--- config.mk ---
export PLATFORM = sky130hd
export DESIGN_NAME = mem_access_unit
export DESIGN_NICKNAME = d
export VERILOG_FILES = /design/src/rtl/mem_access_unit.sv
export SDC_FILE = /design/constraint.sdc
export NUM_CORES = 1
export LEC_CHECK = 0
export ABC_AREA = 1
export BUFFER_PORTS_ARGS = -buffer_cell sky130_fd_sc_hd__buf_4
export CAP_MARGIN = 20
export CELL_PAD_IN_SITES_DETAIL_PLACEMENT = 0
export CELL_PAD_IN_SITES_GLOBAL_PLACEMENT = 1
export CORE_ASPECT_RATIO = 0.8
export CORE_MARGIN = 4
export CORE_UTILIZATION = 38
export CTS_CLUSTER_SIZE = 20
export DETAILED_ROUTE_END_ITERATION = 16
export PLACE_DENSITY = 0.95
export SLEW_MARGIN = 20
export SYNTH_ARGS = -nofsm -noshare
export SYNTH_HDL_FRONTEND = slang
export SYNTH_SLANG_ARGS = --single-unit
--- constraint.sdc ---
create_clock -name clk -period 3.25 [get_ports clk]
set_input_delay 0.65 -clock clk [delete_from_list [all_inputs] [get_ports clk]]
set_output_delay 0.65 -clock clk [all_outputs]
set_load 0.02 [all_outputs]
--- src/rtl/mem_access_unit.sv ---
// Load/store sequencer between the MEM stage and data-memory port B.
// Sub-word RAM stores use read-modify-write. Sub-word MMIO stores skip the read
// so that a store never triggers a side-effecting MMIO read.
//
// state    | meaning
// ---------+-----------------------------------------------------------
// ST_IDLE  | waiting for Req; the request is latched on accept
// ST_ACCESS| port-B read: load data, or the RMW word, captured at exit
// ST_WRITE | MemWriteEn high for this single cycle
// ST_DONE  | Done pulse, Fault valid; always returns to ST_IDLE
module mem_access_unit #(
    parameter logic [15:0] MMIO_PREFIX = 16'hffff
) (
    input  logic        clk,
    input  logic        reset,
    input  logic        Req,
    input  logic        MemRead,
    input  logic        MemWrite,
    input  logic [2:0]  Funct3,
    input  logic [31:0] Address,
    input  logic [31:0] StoreData,
    input  logic [31:0] MemReadData,
    output logic [31:0] MemAddress,
    output logic [31:0] MemWriteData,
    output logic        MemWriteEn,
    output logic [31:0] LoadData,
    output logic        Done,
    output logic        Fault,
    output logic        Busy
);

    typedef enum logic [1:0] {ST_IDLE, ST_ACCESS, ST_WRITE, ST_DONE} state_t;

    state_t      state, state_nxt;
    logic [31:0] addr_q, wdata_q, load_q;
    logic [2:0]  funct3_q;
    logic        store_q, fault_q;

    logic        accept, active, illegal, misaligned, req_fault, is_mmio, sub_word;
    logic [31:0] lane_word, extended, merged;

    // Request decode, evaluated on the live inputs while in IDLE.
    always_comb begin
        accept     = (state == ST_IDLE) && Req;
        active     = MemRead || MemWrite;
        illegal    = (Funct3 == 3'b011) || (Funct3 == 3'b110) || (Funct3 == 3'b111);
        misaligned = ((Funct3[1:0] == 2'b01) && Address[0]) ||
                     ((Funct3[1:0] == 2'b10) && (Address[1:0] != 2'b00));
        req_fault  = active && (illegal || misaligned);
        is_mmio    = (Address[31:16] == MMIO_PREFIX);
        sub_word   = (Funct3[1:0] != 2'b10);
    end

    // State register.
    always_ff @(posedge clk or negedge reset) begin
        if (!reset) begin
            state <= ST_IDLE;
        end else begin
            state <= state_nxt;
        end
    end

    // Next-state logic; a no-op request (neither read nor write) just pulses Done.
    always_comb begin
        state_nxt = state;
        case (state)
            ST_IDLE: begin
                if (Req) begin
                    if (!active || req_fault) begin
                        state_nxt = ST_DONE;
                    end else if (MemWrite && (!sub_word || is_mmio)) begin
                        state_nxt = ST_WRITE;
                    end else begin
                        state_nxt = ST_ACCESS;
                    end
                end
            end
            ST_ACCESS: state_nxt = store_q ? ST_WRITE : ST_DONE;
            ST_WRITE:  state_nxt = ST_DONE;
            ST_DONE:   state_nxt = ST_IDLE;
            default:   state_nxt = ST_IDLE;
        endcase
    end

    // Load extension and RMW lane merge, both working on the word read in ACCESS.
    always_comb begin
        lane_word = MemReadData >> {addr_q[1:0], 3'b000};
        case (funct3_q)
            3'b000:  extended = {{24{lane_word[7]}}, lane_word[7:0]};
            3'b001:  extended = {{16{lane_word[15]}}, lane_word[15:0]};
            3'b100:  extended = {24'b0, lane_word[7:0]};
            3'b101:  extended = {16'b0, lane_word[15:0]};
            default: extended = MemReadData;
        endcase

        merged = MemReadData;
        if (funct3_q[1:0] == 2'b00) begin
            merged[{addr_q[1:0], 3'b000} +: 8] = wdata_q[7:0];
        end else if (addr_q[1]) begin
            merged[31:16] = wdata_q[15:0];
        end else begin
            merged[15:0] = wdata_q[15:0];
        end
    end

    // Request latch and datapath registers. wdata_q first holds the zero-extended
    // store operand (used as-is for SW and MMIO) and is overwritten with the
    // merged word when an RMW read completes.
    always_ff @(posedge clk or negedge reset) begin
        if (!reset) begin
            addr_q   <= '0;
            funct3_q <= '0;
            store_q  <= 1'b0;
            fault_q  <= 1'b0;
            wdata_q  <= '0;
            load_q   <= '0;
        end else begin
            if (accept) begin
                addr_q   <= Address;
                funct3_q <= Funct3;
                store_q  <= MemWrite;
                fault_q  <= req_fault;
                if (!sub_word) begin
                    wdata_q <= StoreData;
                end else if (Funct3[1:0] == 2'b00) begin
                    wdata_q <= {24'b0, StoreData[7:0]};
                end else begin
                    wdata_q <= {16'b0, StoreData[15:0]};
                end
                if (req_fault) begin
                    load_q <= '0;
                end
            end
            if (state == ST_ACCESS) begin
                if (store_q) begin
                    wdata_q <= merged;
                end else begin
                    load_q <= extended;
                end
            end
        end
    end

    assign MemAddress   = addr_q;
    assign LoadData     = load_q;
    assign MemWriteEn   = (state == ST_WRITE);
    assign MemWriteData = (state == ST_WRITE) ? wdata_q : '0;
    assign Done         = (state == ST_DONE);
    assign Fault        = (state == ST_DONE) && fault_q;
    assign Busy         = (state != ST_IDLE);

endmodule

# Yosys cells after proc, flatten, opt, wreduce, memory -nomap -nowiden
# Cells that the tools add are included.
word_totals:
  elab_cells: 68
  register_bits: 103
  input_bits: 104
classes:
  n_reduce_logical: 21
  addsub: 1
  n_eq_ne: 15
  n_mux: 20
  n_shift: 3
op_table:
  columns: ["operator", "n"]
  rows:
  - ["$mux W32", 10]
  - ["$pmux W32 S4", 1]
  - ["$mux W16", 3]
  - ["$bwmux W32", 1]
  - ["$shift A8 B7 Y32 const A", 1]
  - ["$shiftx A8 B7 Y32", 1]
  - ["$shr A32 B5 Y16", 1]
  - ["$eq A16 B16 Y1 const B", 1]
  - ["$eq A3 B3 Y1 const B", 4]
  - ["$pmux W2 S4", 1]
  - ["$logic_or A1 B1 Y1", 7]
  - ["$neg A5 Y7", 1]
  - ["$eq A2 B2 Y1 const B", 3]
  - ["$logic_and A1 B1 Y1", 6]
  - ["$logic_not A2 Y1", 3]
  - ["$mux W2", 3]
  - ["$eq A2 B1 Y1 const B", 2]
  - ["$ne A2 B2 Y1 const B", 2]
  - ["$ne A4 B4 Y1 const B", 1]
  - ["$reduce_bool A2 Y1", 2]
  - ["$eq A3 B1 Y1 const B", 1]
  - ["$eq A3 B2 Y1 const B", 1]
  - ["$logic_not A3 Y1", 1]
  - ["$logic_not A1 Y1", 2]
  - ["$mux W1", 1]

# Logic depth before layout (Yosys ltp)
depth:
  word_depth: 9
  ltp_mapped: 13
  ltp_nobuf: 11

# Worst setup path after synthesis
# No wires, ideal clock.
synth_path:
  kind: "flip-flop to output port"
  from: "reg state[0]"
  to: "out MemWriteData[10]"
  path_stages_with_launch: 7
  t_arrival_ns: 1.478
  setup_slack_ns: 1.122
  required_time_ns: 2.600
  path_cell_list: "dfrtp_1 > inv_1 > ha_1 > clkbuf_1 > clkbuf_1 > nand2_1 > inv_1"
synth_via:
  elab_chain_cells: 2
synth_rtl:
  columns: ["item", "line", "rtl"]
  rows:
  - ["from (decl)", "34", "state_t state, state_nxt;"]
  - ["from (signal assigned)", "59", "state <= state_nxt;"]
  - ["$eq A2 B2 Y1", null, null]
  - ["via MemWriteEn", "25", "output logic MemWriteEn,"]
  - ["$mux W32", "147", "assign MemWriteData = (state == ST_WRITE) ? wdata_q : '0;"]
  - ["to (decl)", "24", "output logic [31:0] MemWriteData,"]
# The timed path passes the listed nets, and every way through them passes these cells.

# Worst setup path in the final report
layout_path:
  from: "reg state[0]"
  to: "out MemWriteData[1]"
layout_via:
  elab_chain_cells: 2
layout_rtl:
  columns: ["item", "line"]
  rows:
  - ["$eq A2 B2 Y1", "147"]
  - ["$mux W32", "147"]
# No other way between the ends.

==> results by group <==
Final layout
  – Fraction of layout instances using a drive strength above 1: 24.2%
  – Total Nets Final: 1,212
  – Commonest non-fill, non-tap cells in the layout: 351 x sky130_fd_sc_hd__nand2_1, 218 x sky130_fd_sc_hd__buf_4, 103 x sky130_fd_sc_hd__dfrtp_1
  – Share of the core filled with cells: roughly 50%
  – Most common cell after layout, fill and taps aside: sky130_fd_sc_hd__nand2_1
  – Number of antenna diodes: 0
  – Layout area overhead: 30.6%

GRT
  – Via count of the first global-routing pass: about 6,400
  – Overall global routing resource usage: 24.1%
  – First-pass GRT wire length: around 36 mm
  – Initial antenna violation count: 0
  – Total congestion overflow: 0
  – Pin count of the biggest net entering global routing: 45

Timing
  – Tcrit/Tclk final: 72.7%
  – Transition time at the pin with the least slew margin: ~770 ps
  – Fin Setup TNS: 0 ps
  – Setup WS post-layout: between 800 and 900 ps
  – Final period demand of the worst path: 2360 ps
  – Post-route clock skew: roughly 13 ps
  – Maximum frequency from static timing analysis: 0.423 GHz
  – Setup repair after global routing missed its margin: no
  – Number of setup violations in the final report: 0
  – Max transition margin: about half
  – Number of pins with negative max-slew slack in the final report: 0
  – Final Hold Violating Endpoints: 0

CTS
  – Number of buffers inserted during clock tree synthesis: 9
  – Hold bufs inserted after CTS: 0
  – Clk slew on worst S/H paths: ~80 ps
  – Longest Clk Path Bufs: 2
  – CTS root buffer: sky130_fd_sc_hd__clkbuf_16
  – Number of buffers added for setup after CTS: 0
  – Source-to-sink clock delay at the later pin of the worst-skew pair: 370 ps
  – Clock tree from TritonCTS: done
  – Post-CTS resize count: 0
  – H-tree lvl count: 3
  – Clk sink count: 103

Routing
  – Iteration count of the initial detailed-routing pass: 5
  – Routed WL: about 23 mm
  – DRC violation count after routing: 0
  – Routed len/inst: 17.2 µm
  – Via count: 6,767
  – Starting DRT DRC Count: between 500 and 600
  – Vias/cell: between 5 and 6
  – Antenna viol nets, final: 0

Floorplan
  – Initial core utilization: 39.4%
  – Chip Width: 152 µm
  – FP Rows: 41
  – Number of top-level pins: between 200 and 250
  – Area of the die: 18,700 µm²
  – Floorplan die height: 123 µm
  – CORE AREA: between 15,000 and 20,000 µm²

Place
  – Dpl ws: 1130 ps
  – Final estimated routing congestion in global placement: about 0.97
  – Port Buffer Count: roughly 200
  – Detailed placement HPWL: 17.3 mm

Synthesis
  – Average cell area after synthesis: 6.86 µm²
  – Synth top area cells: sky130_fd_sc_hd__dfrtp_1 41%, sky130_fd_sc_hd__nand2_1 21%, sky130_fd_sc_hd__o21ai_0 7.3%
  – Number of different library cells in the post-synthesis netlist: 32
  – Number of warnings reported in the yosys synthesis log: 0
  – Adder-cell area share of the yosys netlist: 1.98%
  – Summed instance area of the synthesized netlist: around 6300 µm²
  – Sequential area share after synthesis: 40.9%
  – Synth Net Count: approximately 1,000
  – Synthesized-area fraction occupied by xor and xnor cells: 0%
  – Compound-cell area share of the yosys netlist: 17.9%
  – Synth Area in Simple Gates: 29.0%
  – Fraction of post-synthesis cell area in the top cell type by area: 40.9%
  – Synth Register Bits: 103
  – Synthesized instance count: 920
  – Main combinational cell family by area after synthesis: simple AND/OR/NAND/NOR gates
  – Mux share of post-synthesis cell area: 0%
  – Cell accounting for the most synthesized area: sky130_fd_sc_hd__dfrtp_1

Setup path
  – Arrival time at the worst endpoint: 1710 ps
  – CP startpoint kind: flop
  – Buffering stage count on the worst path with inverters included: 4
  – Critical path start-end classification: flop to output pin
  – Worst Path Required: 2600 ps
  – Highest net fanout along the worst path: 34
  – Crit path cell chain: inv_1, ha_1, buf_4, nand2_1, inv_1, buf_4
  – CP peak stage delay: 420 ps
  – Slowest-stage cell, CP: sky130_fd_sc_hd__dfrtp_1
  – Crit-path leading delay family: buffers and inverters
  – Endpoint class of the critical path: output pin

Hold path
  – Path class of the lowest-slack min-delay path: input pin to async pin

Power and ir drop
  – Pwr Density: roughly 1000 nW/µm²
  – Power spent charging and discharging nets: just over 4 mW
  – Internal Power: 4.20 mW
  – Clock network power share: 13.1%
  – Switching share of power: between 40% and 50%
  – Fraction of power consumed by sequential logic: 29.0%
  – Proportion of power drawn by combinational gates: roughly 58%
  – Leakage: 4.64 nW
  – Max VDD drop: between 0.5 and 0.6 mV

Outcome
  – Run status: finished, final reports clean

Job
  – Count of maximum capacitance violations: 0
## power groups by stage
stage          logic (mW)  registers (mW)  clock network [mW]
2_1_floorplan        2.79            2.69                   0
3_3_place_gp         4.72            2.39                   0
3_5_place_dp         4.80            2.39                   0
4_1_cts              4.80            2.39                1.09
5_1_grt              5.33            2.46                1.15
6_report             4.80            2.40                1.09
## registers in the layout, indices dropped and copies added (netlist names)
| register | cells |
|---|---|
| LoadData | 32 |
| MemAddress | 32 |
| wdata_q | 32 |
| funct3_q | 3 |
| state | 2 |
| fault_q | 1 |
| store_q | 1 |
## kinds of logic (layout without fill, tap and decap cells)
| kind of cell | after synthesis | count (layout) |
|---|---|---|
| DFF | 103 | 103 |
| buffers and inverters | 155 | 338 |
| and+or+nand+nor | 451 | 451 |
| adders and majority gates | 10 | 10 |
| AOI/OAI and AO/OA | 201 | 201 |
## synthesized netlist by cell type
master                     number
sky130_fd_sc_hd__nand3_2        1
sky130_fd_sc_hd__clkbuf_1      22
sky130_fd_sc_hd__o21ai_2       11
sky130_fd_sc_hd__o22ai_1        8
sky130_fd_sc_hd__inv_1         97
sky130_fd_sc_hd__a21oi_1       61
sky130_fd_sc_hd__dfrtp_1      103
sky130_fd_sc_hd__nand2_1      351
sky130_fd_sc_hd__nand3_1       53
sky130_fd_sc_hd__o221ai_1       1
sky130_fd_sc_hd__a32oi_1        4
sky130_fd_sc_hd__nand2_4        1
sky130_fd_sc_hd__buf_4          5
sky130_fd_sc_hd__buf_6          3
sky130_fd_sc_hd__o21ai_0       92
sky130_fd_sc_hd__buf_1          2
sky130_fd_sc_hd__nor2_2         4
sky130_fd_sc_hd__nand3_4        1
sky130_fd_sc_hd__nand2_2        6
sky130_fd_sc_hd__a22oi_1       12
sky130_fd_sc_hd__buf_2         19
sky130_fd_sc_hd__nor2_1        28
sky130_fd_sc_hd__a211oi_1       1
sky130_fd_sc_hd__inv_2          6
sky130_fd_sc_hd__o211ai_1       4
sky130_fd_sc_hd__ha_1          10
sky130_fd_sc_hd__a21oi_2        2
sky130_fd_sc_hd__o21ai_1        5
sky130_fd_sc_hd__nor3_1         1
sky130_fd_sc_hd__nand4_1        4
sky130_fd_sc_hd__clkinv_2       1
sky130_fd_sc_hd__nor2_4         1
## worst register-to-register path, stage by stage, from the launching register on
cell and delay [ps]:
sky130_fd_sc_hd__dfrtp_1 490, sky130_fd_sc_hd__inv_2 100, sky130_fd_sc_hd__buf_4 380, sky130_fd_sc_hd__nand3_1 470
sky130_fd_sc_hd__nand3_1 450, sky130_fd_sc_hd__a22oi_1 160
## layer usage
layer,share of wire (%),vias to the layer above,wire length (µm),GRT usage [%]
met3,12,30,2710,9.48
met5,0,-,0,0
met1,43,3115,9860,33.4
met4,1.4,0,327,5.84
li1,-,3290,-,-
met2,43,332,9790,35.5
## layout make-up
| class | instances | area [µm²] |
|---|---|---|
| multi-input combinational | 662 | 3080 |
| inverter | 104 | 392 |
| timing repair buffer | 218 | 1640 |
| clock buffer | 11 | 243 |
| tap | 215 | 269 |
| sequential | 103 | 2580 |
| clock inverter | 5 | 40.0 |
| fill | 1646 | 7770 |
## per-stage QoR
step / instances / hold slack, ps / cell area [µm²] / power, mW
3_5_place_dp: 1302 / 467 / 7960 / 7.19
6_report: 1318 / 284 / 8240 / 8.28
3_3_place_gp: 1302 / 465 / 7960 / 7.11
2_1_floorplan: 920 / 354 / 6310 / 5.49
5_1_grt: 1318 / 324 / 8240 / 8.95
4_1_cts: 1318 / 309 / 8240 / 8.28
## path summary, 6_finish.rpt
check,start,endpoint,slack (ps),cells after the start
max reg2reg,MemAddress[1],wdata_q[1],1050,5
max,state[0],MemWriteData[1],890,6
max in group asynchronous,reset,MemAddress[24],2060,2
min reg2reg,MemAddress[29],MemAddress[29],490,2
min in group clk,Address[7],MemAddress[7],470,3
min,reset,LoadData[24],280,1
(Power assumes the default switching activity.)
